## src/rtl/alu_dispatch.sv

```systemverilog
// ALU instruction dispatcher: decodes base/CB-prefixed ALU opcodes, gathers operands from the
// register file or (HL), hands them to the ALU, then writes back the result and flags.
module alu_dispatch (
  input  logic       clk,
  input  logic       rst_n,
  input  logic       instr_valid,
  output logic       instr_ready,
  input  logic [7:0] opcode,
  input  logic       cb_prefix,
  output logic [2:0] rf_rd_addr_a,
  input  logic [7:0] rf_rd_data_a,
  output logic [2:0] rf_rd_addr_b,
  input  logic [7:0] rf_rd_data_b,
  output logic       rf_wr_en,
  output logic [2:0] rf_wr_addr,
  output logic [7:0] rf_wr_data,
  input  logic [7:0] flags_q,
  output logic       flags_wr_en,
  output logic [7:0] flags_wr_data,
  output logic       mem_rd_req,
  output logic       mem_wr_req,
  output logic [7:0] mem_wdata,
  input  logic [7:0] mem_rdata,
  input  logic       mem_ack,
  output logic [2:0] alu_op,
  output logic       alu_ext,
  output logic       alu_misc,
  output logic [2:0] alu_src_addr,
  output logic [2:0] alu_dest_addr,
  output logic [7:0] alu_src_data,
  output logic [7:0] alu_dest_data,
  output logic [7:0] alu_flags_in,
  output logic       alu_begin,
  input  logic [7:0] alu_res,
  input  logic [7:0] alu_flags_res,
  output logic       done
);

  localparam logic [2:0] IdxHl = 3'd6;
  localparam logic [2:0] IdxA  = 3'd7;

  typedef enum logic [2:0] {StIdle, StMemRd, StExec, StWait, StWb, StMemWr} state_e;
  state_e state_q, state_d;

  logic [7:0] op_q, res_q;
  logic       cb_q, done_q, done_d, load_alu;
  logic [7:0] cur_op;
  logic       cur_cb;
  logic       dec_legal, dec_ext, dec_misc, dec_use_a;
  logic [2:0] dec_op, dec_src, dec_dest, dec_opnd;
  logic [7:0] opnd_data;
  logic       rd_active, is_bitop, no_flags, writes_res;

  logic [2:0] alu_op_q, alu_src_addr_q, alu_dest_addr_q;
  logic       alu_ext_q, alu_misc_q;
  logic [7:0] alu_src_data_q, alu_dest_data_q, alu_flags_in_q;

  // Decode the live opcode while idle, the latched one while waiting on (HL).
  always_comb begin
    cur_op    = (state_q == StIdle) ? opcode : op_q;
    cur_cb    = (state_q == StIdle) ? cb_prefix : cb_q;
    dec_legal = 1'b1;
    dec_op    = cur_op[5:3];
    dec_ext   = 1'b0;
    dec_misc  = 1'b0;
    dec_src   = cur_op[2:0];
    dec_dest  = cur_op[2:0];
    dec_use_a = 1'b0;
    if (!cur_cb) begin
      dec_dest = IdxA;
      if (cur_op[7:6] == 2'b10) begin
        dec_use_a = 1'b1;
      end else if (cur_op[7:5] == 3'b001 && cur_op[2:0] == 3'b111) begin
        dec_op   = {1'b0, cur_op[4:3]};
        dec_misc = 1'b1;
        dec_src  = IdxA;
      end else begin
        dec_legal = 1'b0;
      end
    end else if (cur_op[7:6] != 2'b00) begin
      dec_op   = {1'b0, cur_op[7:6]};
      dec_ext  = 1'b1;
      dec_misc = 1'b1;
      dec_src  = cur_op[5:3];
    end else begin
      dec_ext = 1'b1;
    end
    dec_opnd = dec_use_a ? dec_src : dec_dest;
  end

  assign rd_active    = (state_q == StIdle && instr_valid) || state_q == StMemRd;
  assign rf_rd_addr_a = rd_active ? dec_opnd : 3'd0;
  assign rf_rd_addr_b = rd_active ? IdxA : 3'd0;
  assign opnd_data    = (dec_opnd == IdxHl) ? mem_rdata : rf_rd_data_a;

  // RES/SET leave flags alone; CP and BIT only produce flags.
  assign is_bitop   = alu_ext_q && alu_misc_q;
  assign no_flags   = is_bitop && alu_op_q[1];
  assign writes_res = !((!alu_ext_q && !alu_misc_q && alu_op_q == 3'd7) ||
                        (is_bitop && alu_op_q == 3'd1));

  always_comb begin
    state_d       = state_q;
    load_alu      = 1'b0;
    done_d        = 1'b0;
    instr_ready   = 1'b0;
    mem_rd_req    = 1'b0;
    mem_wr_req    = 1'b0;
    mem_wdata     = 8'd0;
    alu_begin     = 1'b0;
    rf_wr_en      = 1'b0;
    rf_wr_addr    = 3'd0;
    rf_wr_data    = 8'd0;
    flags_wr_en   = 1'b0;
    flags_wr_data = 8'd0;
    case (state_q)
      StIdle: begin
        instr_ready = 1'b1;
        if (instr_valid) begin
          if (!dec_legal) begin
            done_d = 1'b1;
          end else if (dec_opnd == IdxHl) begin
            state_d = StMemRd;
          end else begin
            state_d  = StExec;
            load_alu = 1'b1;
          end
        end
      end
      StMemRd: begin
        mem_rd_req = 1'b1;
        if (mem_ack) begin
          state_d  = StExec;
          load_alu = 1'b1;
        end
      end
      StExec: begin
        alu_begin = 1'b1;
        state_d   = StWait;
      end
      StWait: state_d = StWb;
      StWb: begin
        if (!no_flags) begin
          flags_wr_en   = 1'b1;
          flags_wr_data = alu_flags_res;
        end
        if (writes_res && alu_dest_addr_q != IdxHl) begin
          rf_wr_en   = 1'b1;
          rf_wr_addr = alu_dest_addr_q;
          rf_wr_data = alu_res;
        end
        if (writes_res && alu_dest_addr_q == IdxHl) begin
          state_d = StMemWr;
        end else begin
          state_d = StIdle;
          done_d  = 1'b1;
        end
      end
      StMemWr: begin
        mem_wr_req = 1'b1;
        mem_wdata  = res_q;
        if (mem_ack) begin
          state_d = StIdle;
          done_d  = 1'b1;
        end
      end
      default: state_d = StIdle;
    endcase
  end

  always_ff @(posedge clk or negedge rst_n) begin
    if (!rst_n) begin
      state_q         <= StIdle;
      op_q            <= 8'd0;
      cb_q            <= 1'b0;
      res_q           <= 8'd0;
      done_q          <= 1'b0;
      alu_op_q        <= 3'd0;
      alu_ext_q       <= 1'b0;
      alu_misc_q      <= 1'b0;
      alu_src_addr_q  <= 3'd0;
      alu_dest_addr_q <= 3'd0;
      alu_src_data_q  <= 8'd0;
      alu_dest_data_q <= 8'd0;
      alu_flags_in_q  <= 8'd0;
    end else begin
      state_q <= state_d;
      done_q  <= done_d;
      if (state_q == StIdle && instr_valid) begin
        op_q <= opcode;
        cb_q <= cb_prefix;
      end
      if (state_q == StWb) res_q <= alu_res;
      if (load_alu) begin
        alu_op_q        <= dec_op;
        alu_ext_q       <= dec_ext;
        alu_misc_q      <= dec_misc;
        alu_src_addr_q  <= dec_src;
        alu_dest_addr_q <= dec_dest;
        alu_src_data_q  <= opnd_data;
        alu_dest_data_q <= dec_use_a ? rf_rd_data_b : opnd_data;
        alu_flags_in_q  <= flags_q;
      end
    end
  end

  assign alu_op        = alu_op_q;
  assign alu_ext       = alu_ext_q;
  assign alu_misc      = alu_misc_q;
  assign alu_src_addr  = alu_src_addr_q;
  assign alu_dest_addr = alu_dest_addr_q;
  assign alu_src_data  = alu_src_data_q;
  assign alu_dest_data = alu_dest_data_q;
  assign alu_flags_in  = alu_flags_in_q;
  assign done          = done_q;

endmodule

```

## config.mk

```make
export PLATFORM = sky130hd
export DESIGN_NAME = alu_dispatch
export DESIGN_NICKNAME = d
export VERILOG_FILES = /design/src/rtl/alu_dispatch.sv
export SDC_FILE = /design/constraint.sdc
export NUM_CORES = 1
export LEC_CHECK = 0
export ABC_AREA = 1
export CAP_MARGIN = 25
export CORE_UTILIZATION = 42
export DETAILED_ROUTE_END_ITERATION = 10
export GPL_ROUTABILITY_DRIVEN = 0
export PLACE_DENSITY = 0.8
export RECOVER_POWER = 25
export SLEW_MARGIN = 20
export SYNTH_ARGS = -nofsm -noshare
export SYNTH_HDL_FRONTEND = slang
export SYNTH_SLANG_ARGS = --single-unit
```

## constraint.sdc

```tcl
create_clock -name clk -period 2.45 [get_ports clk]
set_clock_uncertainty 0.1 [all_clocks]
set_input_delay 0.3675 -clock clk [delete_from_list [all_inputs] [get_ports clk]]
set_output_delay 0.3675 -clock clk [all_outputs]
set_load 0.02 [all_outputs]
```

==> results of run 1 <==
state kept, by name, summed over array words and instances, names as in the netlist, 3 cells and up:
signal and count:
state_q 3, alu_dest_data 8, res_q 8, alu_dest_addr 3
op_q 8, alu_src_data 8, alu_op 3, alu_flags_in 8
alu_src_addr 3
where the power goes:
group	total, mW	switching (mW)	leakage [nW]	internal [mW]
clock	0.625	0.317	0.0548	0.308
sequential	1.62	0.235	0.693	1.38
combinational	4.37	2.69	1.75	1.68
total	6.61	3.24	2.50	3.37
through the flow:
step                total power [mW]  utilization [%]  std cells
finish                          6.61             67.8        674
floorplan                       4.36                -        431
detailed placement              5.95             65.5        661
global route                    7.17             67.8        674
global placement                5.84             65.5        661
CTS                             6.55             67.3        673
layout by cell type (no fill, tap or decap), drive strengths merged:
cell type,Yosys,layout
dlymetal6s2s,0,2
nor3,3,3
buf,13,18
bufinv,0,1
clkinvlp,0,1
or2,9,9
dlygate4sd3,0,1
mux2i,1,1
clkbuf,4,11
nor2,48,48
o211ai,1,1
nand3b,4,4
nand4,1,1
o221ai,1,1
nand3,33,33
o21bai,2,2
clkinv,1,1
nand2,156,156
clkdlybuf4s15,0,1
clkdlybuf4s50,0,99
nor3b,1,1
inv,56,57
o21ai,35,35
dlygate4sd2,0,29
o22ai,1,1
dfrtp,56,56
a21oi,5,5
layout make-up:
type,instances,share of cell area (%)
clock buffers,5,1.46
clock inverters,3,0.983
inverters,57,4.62
multi-input cells,301,29.7
flip-flops and latches,56,29.8
well taps,96,2.55
repair buffers,156,30.9
worst min-delay path by stage:
stage | startpoint | endpoint | slack, ns | cells past startpoint
2_1_floorplan | rst_n | alu_dest_addr[0]$_DFFE_PN0P_ | -0.03 | 0
3_3_place_gp | rst_n | alu_flags_in[0]$_DFFE_PN0P_ | 0.16 | 1
3_5_place_dp | rst_n | alu_flags_in[3]$_DFFE_PN0P_ | 0.16 | 1
4_1_cts | rst_n | alu_flags_in[3]$_DFFE_PN0P_ | 0.35 | 2
5_1_grt | alu_src_data[7]$_DFFE_PN0P_ | alu_src_data[7]$_DFFE_PN0P_ | 0.41 | 2
6_report | alu_src_data[7]$_DFFE_PN0P_ | alu_src_data[7]$_DFFE_PN0P_ | 0.38 | 2
worst max-delay path: stages, from the launching register on:
cell and delay (ns):
dfrtp_2 0.46, buf_4 0.16, nor3_1 0.43, clkdlybuf4s50_1 0.70
cells by family after synthesis:
logic type / synth area share, %
AOI/OAI and AO/OA: 8.31
buffers and inverters: 10.9
DFF: 45.4
muxes: 0.324
and+or+nand+nor: 35.0
layer usage:
metal	global-route usage, %	wire length [µm]	vias up
met3	4.43	502	14
met1	30.3	3850	1483
met2	42.0	4420	111
met4	6.11	174	0
li1	-	-	1613
met5	0	0	-
timing repair:
| action | in CTS | in global routing |
|---|---|---|
| hold buffers | 1 | 0 |
| hold endpoints to repair | 11 | 0 |
| endpoints found under the setup margin | 35 | 44 |
| gates resized for setup | 39 | 20 |
| pin swaps | 0 | 0 |
| cloned | 0 | 0 |
| buffers inserted | 3 | 1 |
==> impl_metrics.py, run 1 <==
metrics = {
    "outcome": {
        "outcome": "finished, violations left",
        "violations": "setup timing",
    },
    "layout": {
        "n_fill_cell": 621,
        "syn_to_final_growth_pct": 52.6,
        "multi_input_area_um2": 1400,
        "nets": 638,
        "layout-drive-gt1-share_pct": 11.1,
        "regArea_um2": 1400,
        "antennaDiodeCount": 0,
        "fin_area_um2": 4710,
    },
    "global_routing": {
        "grt_max_degree": 31,
        "grt_use_total_pct": 23.9,
        "grt_pass1_wl_mm": 14.5,
        "antenna_found_initial": 0,
        "grt_pass1_vias": 3179,
        "grt-ovfl-total": 0,
    },
    "timing": {
        "finalMaxSlewViolations": 0,
        "setup_slack_ns": -0.0776,
        "finalHoldViolCount": 0,
        "min_period_ns": 2.53,
        "finalCritPeriodShare_pct": 103,
        "setup_viol_count_final": 1,
        "maxSlewHeadroom_pct": 56.8,
        "fmax_mhz": 396,
        "hold_ws_ns": 0.382,
        "rsz0062_at_grt": "yes",
        "setup_tns_ns": -0.0776,
        "worst_slew_pin_slew_ns": 0.648,
    },
    "logic_synthesis": {
        "yosysTopAreaCell": "dfrtp_1",
        "ys_seq_elements": 56,
        "synth_common_cells": "152 x nand2_1, 56 x dfrtp_1, 53 x inv_1",
        "synthArstFlopShare_pct": 100,
        "yosysTopAreaCellShare_pct": 45.4,
        "synth_cells": 431,
        "synth_edf_count": 0,
        "synth_ff_type": "dfrtp_1",
        "syn_avg_cell_area_um2": 7.16,
        "synthesis.area_um2": 3090,
        "yosysSeqAreaShare_pct": 45.4,
        "ys_types": 31,
        "synth.top_cells.by_area": "dfrtp_1 45%, nand2_1 18%, inv_1 6.4%",
        "yosysWarnings": 0,
        "synth_nets": 492,
        "synth.most_common_cell": "nand2_1",
    },
    "worst_setup_path": {
        "worstPathRequired_ns": 1.98,
        "reg2reg_from": "state_q[1]$_DFFE_PN0P_",
        "rr_endpoint": "alu_dest_data[0]$_DFFE_PN0P_",
        "critPathMaxFanout": 4,
        "arrival_ns": 2.06,
        "end_kind": "output port",
        "worstSetupPathType": "reg2out",
        "rrSetupSlack_ns": 0.21,
        "critPathLaunchType": "flip-flop",
        "startpoint": "state_q[0]$_DFFE_PN0P_",
        "cp-endpoint": "alu_begin",
        "reg2regPathDepth": 12,
    },
    "job": {
        "cap_violations": 0,
    },
    "placement": {
        "detailed_place.area_um2": 4550,
        "place_ws_ns": -0.0278,
        "port_buffers": 135,
        "place_hpwl_mm": 6.95,
    },
    "floorplanning": {
        "fp-row-count": 30,
        "ioPinCount": 136,
        "die_area_um2": 7690,
        "die_h_um": 87.7,
        "initial_core_util_pct": 44.4,
        "die_w_um": 87.7,
        "coreArea_um2": 6940,
    },
    "route": {
        "vias": 3221,
        "dr.pass1.iters": 4,
        "drt-vias-per-instance": 4.78,
        "drcViolationCount": 0,
        "ant_nets": 0,
        "initialDrtViolationCount": 166,
        "wl_per_cell_um": 13.3,
        "wl_mm": 8.94,
    },
    "clocking": {
        "cts_tree": "built",
        "clockBufferDepth": 2,
        "htree_levels": 2,
        "clk_pin_slew_ns": 0.11,
        "cts_sinks": 56,
        "clock_latency_ns": 0.31,
        "cts_buffers": 5,
        "cts_root_buf": "clkbuf_8",
    },
    "power": {
        "ir_drop_mv": 0.796,
        "p_leak_nw": 2.50,
        "p_per_area_nw_per_um2": 1400,
    },
    "min_path": {
        "hold_class": "reg2reg",
    },
}
(Power assumes the default switching activity.)
==> run 2, diff against run 1 <==
- GPL_ROUTABILITY_DRIVEN: 0 -> default
==> impl_metrics.py, run 2 (synthesis results as in run 1) <==
metrics = {
    "layout": {
        "final_core_util_pct": 67.4,
        "antennaDiodeCount": 0,
        "regArea_um2": 1400,
        "nets": 636,
        "layout_commonest_cell": "nand2_1",
        "n_fill_cell": 593,
        "multi_input_area_um2": 1410,
        "layout-drive-gt1-share_pct": 11.1,
        "syn_to_final_growth_pct": 51.7,
        "final_cell_mix": "151 x nand2_1, 99 x clkdlybuf4s50_1, 55 x dfrtp_1",
    },
    "global_routing": {
        "antenna_found_initial": 0,
        "grt_max_degree": 31,
        "grt_pass1_wl_mm": 14.2,
        "grt_use_total_pct": 23.6,
        "grt_pass1_vias": 3086,
        "grt-ovfl-total": 0,
    },
    "route": {
        "ant_nets": 0,
        "drcViolationCount": 0,
        "vias": 3222,
        "drt-vias-per-instance": 4.79,
        "wl_mm": 8.96,
        "initialDrtViolationCount": 142,
        "wl_per_cell_um": 13.3,
        "dr.pass1.iters": 4,
    },
    "floorplanning": {
        "coreArea_um2": 6940,
        "ioPinCount": 136,
        "fp-row-count": 30,
        "die_area_um2": 7690,
        "die_w_um": 87.7,
        "initial_core_util_pct": 44.4,
        "die_h_um": 87.7,
    },
    "worst_setup_path": {
        "arrival_ns": 1.89,
        "critPathLaunchType": "flip-flop",
        "worstPathRequired_ns": 1.98,
        "rrSetupSlack_ns": 0.16,
        "end_kind": "output port",
        "critPathMaxFanout": 4,
        "worstSetupPathType": "reg2out",
    },
    "power": {
        "p_leak_nw": 2.52,
        "ir_drop_mv": 0.982,
        "p_per_area_nw_per_um2": 1390,
    },
    "timing": {
        "finalCritPeriodShare_pct": 96.3,
        "fmax_mhz": 424,
        "setup_viol_count_final": 0,
        "finalHoldViolCount": 0,
        "maxSlewHeadroom_pct": 56.7,
        "rsz0062_at_grt": "yes",
        "finalMaxSlewViolations": 0,
        "worst_slew_pin_slew_ns": 0.649,
        "setup_tns_ns": 0,
        "setup_slack_ns": 0.0913,
        "hold_ws_ns": 0.382,
        "min_period_ns": 2.36,
    },
    "placement": {
        "port_buffers": 135,
        "place_hpwl_mm": 6.91,
        "place_ws_ns": -0.0124,
        "gp_congestion": 0.910,
    },
    "clocking": {
        "cts_sinks": 56,
        "cts_root_buf": "clkbuf_8",
        "cts_buffers": 5,
        "clock_latency_ns": 0.31,
        "clk_pin_slew_ns": 0.11,
        "clockBufferDepth": 2,
        "cts_tree": "built",
        "cts_setup_buffers": 0,
        "htree_levels": 2,
    },
    "outcome": {
        "outcome": "completed",
    },
    "job": {
        "cap_violations": 0,
    },
    "min_path": {
        "hold_class": "reg2reg",
    },
}
[run 2: changes by cell type in the layout (fill, tap and decap cells not counted), sizes merged, moves of 2 or more]
cell | previous run | this run
buf | 18 | 15
clkinv | 1 | 3
dlygate4sd2 | 29 | 27
dlymetal6s2s | 2 | 5
[run 2: worst max-delay path: stages (launching register included)]
cell,delay [ns]
dfrtp_1,0.47
inv_1,0.10
nor3_1,0.33
clkdlybuf4s50_1,0.68
[run 2: layout make-up]
class                   count  share of cell area (%)
inverters                  57                    4.65
well taps                  96                    2.57
clock inverters             3                   0.481
repair buffers            153                    30.8
clock buffers               5                    1.47
flip-flops and latches     56                    30.0
multi-input cells         302                    30.1
[run 2: path summary, 6_finish.rpt]
kind / start / end / cells past startpoint
max in group asynchronous: rst_n / state_q[0]$_DFFE_PN0P_ / 3
max: state_q[1]$_DFFE_PN0P_ / alu_begin / 3
min in group asynchronous: rst_n / alu_flags_in[0]$_DFFE_PN0P_ / 2
min reg2reg: alu_flags_in[2]$_DFFE_PN0P_ / alu_flags_in[2]$_DFFE_PN0P_ / 2
min: alu_flags_in[2]$_DFFE_PN0P_ / alu_flags_in[2]$_DFFE_PN0P_ / 2
max reg2reg: state_q[2]$_DFFE_PN0P_ / alu_dest_data[5]$_DFFE_PN0P_ / 12
[run 2: report_power, final]
part / internal, mW / leakage, nW / switching, mW / total [mW]
combinational: 1.69 / 1.78 / 2.68 / 4.37
clock: 0.206 / 0.0485 / 0.312 / 0.518
sequential: 1.38 / 0.694 / 0.250 / 1.63
[run 2: per-stage QoR]
step | area [µm²] | cells | power [mW]
6_report | 4680 | 672 | 6.52
3_3_place_gp | 4560 | 662 | 5.86
3_5_place_dp | 4560 | 662 | 5.98
2_1_floorplan | 3090 | 431 | 4.36
5_1_grt | 4680 | 672 | 7.07
4_1_cts | 4660 | 672 | 6.49
[run 2: what timing repair did]
| action | CTS | global route |
|---|---|---|
| resized for setup | 42 | 18 |
| hold endpoints to repair | 11 | 0 |
| cloned | 1 | 0 |
| pin swaps | 1 | 0 |
| setup endpoints to repair | 35 | 42 |
| hold buffers | 1 | 0 |
[run 2: metal layers]
metal	vias to the layer above	track usage [%]	share of wire [%]
met4	0	8.20	2.5
met2	118	41.0	49
met1	1477	28.9	41
met3	16	5.28	6.6
met5	-	0	0
li1	1611	-	-
==> run 3, diff against run 2 <==
- CORE_MARGIN: default -> 2
==> impl_metrics.py, run 3 (synthesis results as in run 1) <==
metrics = {
    "floorplanning": {
        "ioPinCount": 136,
        "die_h_um": 89.7,
        "die_w_um": 89.7,
        "initial_core_util_pct": 43.0,
        "die_area_um2": 8050,
        "coreArea_um2": 7180,
        "fp-row-count": 31,
    },
    "worst_setup_path": {
        "cp_cell_sequence": "inv_1 -> nand2_1 -> nor2_1 -> clkinv_2 -> buf_4 -> nor2_1 -> clkdlybuf4s15_1",
        "arrival_ns": 1.93,
        "startpoint": "state_q[1]$_DFFE_PN0P_",
        "worstSetupPathType": "reg2out",
        "reg2reg_from": "state_q[2]$_DFFE_PN0P_",
        "crit_path_frequent_cell": "nor2_1",
        "reg2regPathDepth": 12,
        "slowest_delay_ns": 0.46,
        "cp-endpoint": "mem_wdata[4]",
        "critPathMaxFanout": 6,
        "rrSetupSlack_ns": 0.20,
        "rr_endpoint": "alu_dest_data[3]$_DFFE_PN0P_",
        "end_kind": "output port",
        "cp_slowest_cell": "dfrtp_1",
        "worstPathRequired_ns": 1.98,
        "critPathLaunchType": "flip-flop",
    },
    "global_routing": {
        "grt_use_total_pct": 22.5,
        "antenna_found_initial": 0,
        "grt_max_degree": 50,
        "grt_pass1_wl_mm": 14.9,
        "grt_pass1_vias": 3107,
        "grt-ovfl-total": 0,
    },
    "timing": {
        "hold_ws_ns": 0.382,
        "setup_slack_ns": 0.0553,
        "fmax_mhz": 418,
        "finalCritPeriodShare_pct": 97.7,
        "finalMaxSlewViolations": 0,
        "worst_slew_pin_slew_ns": 0.473,
        "finalHoldViolCount": 0,
        "setup_viol_count_final": 0,
        "maxSlewHeadroom_pct": 68.5,
        "min_period_ns": 2.39,
    },
    "placement": {
        "place_hpwl_mm": 6.94,
        "placedCellCount": 666,
        "gp_congestion": 0.911,
        "place_ws_ns": -0.00478,
        "port_buffers": 135,
    },
    "layout": {
        "final_cell_mix": "151 x nand2_1, 99 x clkdlybuf4s50_1, 55 x dfrtp_1",
        "nets": 640,
        "regArea_um2": 1400,
        "finalNonFillerCells": 679,
        "multi_input_area_um2": 1400,
        "final_core_util_pct": 65.7,
        "syn_to_final_growth_pct": 52.8,
        "layout_commonest_cell": "nand2_1",
        "antennaDiodeCount": 0,
        "n_fill_cell": 620,
        "layout-drive-gt1-share_pct": 11.4,
    },
    "route": {
        "wl_per_cell_um": 13.3,
        "initialDrtViolationCount": 139,
        "drcViolationCount": 0,
        "vias": 3202,
        "ant_nets": 0,
        "wl_mm": 9.00,
        "drt-vias-per-instance": 4.72,
        "dr.pass1.iters": 4,
    },
    "power": {
        "p_per_area_nw_per_um2": 1390,
        "ir_drop_mv": 1.04,
        "p_leak_nw": 2.47,
    },
    "clocking": {
        "clockBufferDepth": 2,
        "htree_levels": 2,
        "clk_pin_slew_ns": 0.12,
        "cts_root_buf": "clkbuf_8",
        "clock_latency_ns": 0.32,
        "cts_buffers": 5,
        "cts_sinks": 56,
        "cts_tree": "built",
    },
    "job": {
        "cap_violations": 0,
    },
    "outcome": {
        "outcome": "completed",
    },
    "min_path": {
        "hold_class": "reg2reg",
    },
}
run 3: layout make-up:
cell class	count	area share [%]
timing repair buffer	158	31.4
sequential	56	29.8
multi-input combinational	301	29.6
inverter	57	4.62
tap	99	2.63
clock buffer	5	1.46
clock inverter	3	0.584
run 3: what timing repair did:
action | 4_1_cts | 5_1_grt
hold buffers | 1 | 0
endpoints found under the setup margin | 35 | 37
pin swaps | 0 | 2
endpoints found under the hold margin | 7 | 0
buffers inserted | 2 | 2
resized for setup | 43 | 18
run 3: worst min-delay path by stage:
stage | to | cells after the start | slack, ns | from
2_1_floorplan | alu_dest_addr[0]$_DFFE_PN0P_ | 0 | -0.03 | rst_n
6_report | alu_flags_in[2]$_DFFE_PN0P_ | 2 | 0.38 | alu_flags_in[2]$_DFFE_PN0P_
3_5_place_dp | alu_flags_in[5]$_DFFE_PN0P_ | 1 | 0.13 | rst_n
5_1_grt | op_q[3]$_DFFE_PN0P_ | 2 | 0.40 | op_q[3]$_DFFE_PN0P_
4_1_cts | alu_flags_in[3]$_DFFE_PN0P_ | 2 | 0.30 | rst_n
3_3_place_gp | alu_flags_in[5]$_DFFE_PN0P_ | 1 | 0.12 | rst_n
run 3: where the power goes:
group	internal [mW]	switching, mW
combinational	1.73	2.69
clock	0.211	0.323
sequential	1.38	0.237
run 3: critical path, delay by kind of cell, from the launching register on:
kind | cells | cell delay, ns
buf+inv | 4 | 0.77
simple gates | 3 | 0.39
flops | 1 | 0.46
run 3: metrics by stage:
step	instance area (µm²)	TNS (ns)	power (mW)
finish	4710	0	6.57
global placement	4580	0	5.92
floorplan	3090	0	4.36
detailed placement	4580	-0.00478	6.01
global route	4710	-0.158	7.14
CTS	4690	-0.0275	6.51
run 3: routing by layer:
layer | track usage (%) | vias up | wire [µm]
li1 | - | 1616 | -
met4 | 6.67 | 0 | 124
met1 | 28.1 | 1462 | 4040
met2 | 39.7 | 114 | 4370
met5 | 0 | - | 0
met3 | 4.11 | 10 | 464
==> RTL edit (config.mk and constraints of run 3) <==
Put a register stage on the output `flags_wr_data`. The value now appears one clock later. The other outputs are not delayed to match.
--- a/src/rtl/alu_dispatch.sv
+++ b/src/rtl/alu_dispatch.sv
@@ -41,4 +41,6 @@
 
   typedef enum logic [2:0] {StIdle, StMemRd, StExec, StWait, StWb, StMemWr} state_e;
+
+  logic [7:0] flags_wr_data_d;
   state_e state_q, state_d;
 
@@ -113,5 +115,5 @@
     rf_wr_data    = 8'd0;
     flags_wr_en   = 1'b0;
-    flags_wr_data = 8'd0;
+    flags_wr_data_d = 8'd0;
     case (state_q)
       StIdle: begin
@@ -143,5 +145,5 @@
         if (!no_flags) begin
           flags_wr_en   = 1'b1;
-          flags_wr_data = alu_flags_res;
+          flags_wr_data_d = alu_flags_res;
         end
         if (writes_res && alu_dest_addr_q != IdxHl) begin
@@ -215,4 +217,8 @@
   assign done          = done_q;
 
+  always_ff @(posedge clk) begin
+    flags_wr_data <= flags_wr_data_d;
+  end
+
 endmodule
 
Formal check against the unedited RTL: not equivalent (Yosys sat finds a counterexample within 4 cycles, from zero or initial values and one cycle with rst_n low).
==> RTL edit against run 3 <==
Sequential cell count grew 8. Setup slack gained 0.0089 ns. Area after synthesis grew 6.0%. Critical path depth shrank 2. Power grew 9.2%. Via count grew 2.9%. Largest power group unchanged. Critical endpoint is now mem_rd_req. Final area grew 6.2%. Routed wire length shrank 2.0%.
==> RTL edit: results (changes against run 3) <==
status:
  status: "finished clean"
worst_setup_path:
  critPathArrivalTime_ns: 1.92
  cp_slowest_cell: "clkdlybuf4s50_1"
  r2r_start: "state_q[1]"
  r2r.worst_path.cells: 12  # unchanged
  r2r_slack_ns: 0.26  # +0.06 ns
  path_max_fanout: 3  # -3
  crit_family: "buffers and inverters"
  reg2reg_to: "alu_dest_data[5]"
  max_stage_delay_ns: 0.59  # +0.13 ns
global_routing:
  grt_antenna_before_repair: 0  # unchanged
  grt_pass1_vias: 3198  # +2.9%
  grt_first_pass_wirelength_mm: 15.0  # +0.51%
  grt_max_degree: 57  # +14%
  track_usage_pct: 21.9  # -0.55 points
synth:
  async_flop_share_pct: 87.5  # -13 points
  synth_top_cells_by_count: "156 x nand2_1, 56 x dfrtp_1, 56 x inv_1"
  synth_warnings: 0  # unchanged
  synth_cell_types: 33  # +6.5%
  synthesis.nets: 507  # +3.0%
  seq_area_frac_synth_pct: 47.7  # +2.3 points
  synth_area_leaders: "dfrtp_1 43%, nand2_1 18%, inv_1 6.4%"
  ys.flop_type: "dfrtp_1"
sta:
  layout_setup_ws_ns: 0.0641  # +0.00886 ns
  finalMaxSlewViolations: 0  # unchanged
  worst_slew_pin_slew_ns: 1.39  # +0.914 ns
  hold_viol: 0  # unchanged
final_layout:
  nNetsFinal: 653  # +2.0%
  diodes: 0  # unchanged
  drive_gt1_share_pct: 12.1  # +0.68 points
  num-fill-cells: 678  # +9.4%
power_and_ir_drop:
  power_leakage_uw: 0.00262  # +6.1%
  ir_worst_vdd_v: 0.00120  # +15%
place:
  portBuffers: 135  # unchanged
  dp_hpwl_mm: 6.53  # -5.9%
  gp_congestion: 0.913  # +0.29%
  place_ws_ns: -0.00613  # -0.00134 ns
clock_tree:
  cts_setup_buffers: 0  # -2
  path_clk_slew_ns: 0.07  # -0.05 ns
  cts_buffers: 9  # +4
  clk_latency_ns: 0.33
  htree_levels: 3  # +1
  cts_buffer_depth: 2  # unchanged
  clockRootBuffer: "clkbuf_8"
drt:
  drt-initial-drc-count: 164  # +18%
  routedWlPerCell_um: 12.6  # -4.8%
  num_vias: 3295  # +2.9%
  first_pass_iters: 5  # +1
min_path:
  min_path_type: "in -> async"
## RTL edit: cell types whose count changed after synthesis, moves of 2 or more
cell      before  now
o21ai_1       10    8
nand3b_1       4    0
nand2_1      152  156
nand3_1       31   34
inv_1         53   56
dfxtp_1        0    8
## RTL edit: cell families (layout without fill, tap and decap cells)
family | count (synthesis) | in the layout | share of synthesized area, %
AO/OA/AOI/OAI | 44 | 44 | 7.96
buffers and inverters | 78 | 229 | 10.7
flip-flops | 64 | 64 | 47.7
multiplexers | 1 | 1 | 0.306
AND/OR/NAND/NOR | 259 | 259 | 33.3
## RTL edit: through the flow
stage / hold slack, ns / power [uW] / cell area (um^2) / utilization, % / cells
after floorplan: -0.0281 / 4500 / 3270 / - / 446
after global placement: 0.354 / 6020 / 4760 / 62.3 / 683
after detailed placement: 0.359 / 6120 / 4760 / 62.3 / 683
after CTS: 0.0925 / 7170 / 5000 / 65.3 / 699
after global routing: 0.396 / 7790 / 5000 / 65.4 / 699
final: 0.325 / 7180 / 5000 / 65.4 / 699
## RTL edit: layout make-up
class                      count  area share [%]
tap                          102            2.55
sequential                    64            31.2
clock buffer                  11            3.02
multi-input combinational    304            28.0
clock inverter                 5            1.57
timing repair buffer         152            29.0
inverter                      61            4.70
## RTL edit: repair_timing
item / in CTS / in global routing
pin swaps: 1 / 2
hold buffers: 0 / 0
setup endpoints to repair: 27 / 37
gates resized for setup: 37 / 17
## RTL edit: worst max path at each step
stage	cells after the start	to	from
finish	5	mem_rd_req	state_q[1]
global route	7	flags_wr_en	state_q[1]
CTS	8	rf_rd_addr_a[2]	state_q[0]
detailed placement	8	rf_rd_addr_a[2]	opcode[6]
global placement	8	rf_rd_addr_a[2]	opcode[6]
floorplan	8	rf_rd_addr_a[0]	state_q[0]
## RTL edit: where the power goes
| part | internal (uW) | switching, uW | total (uW) |
|---|---|---|---|
| clock network | 627 | 406 | 1030 |
| logic | 1720 | 2630 | 4350 |
| registers | 1530 | 263 | 1790 |
| total | 3880 | 3300 | 7180 |
## RTL edit: routing by layer
| metal | GRT usage [%] | routed length [um] |
|---|---|---|
| met1 | 28.3 | 3880 |
| met2 | 37.1 | 4300 |
| met3 | 4.11 | 556 |
| met4 | 7.21 | 90 |
| met5 | 0 | 0 |
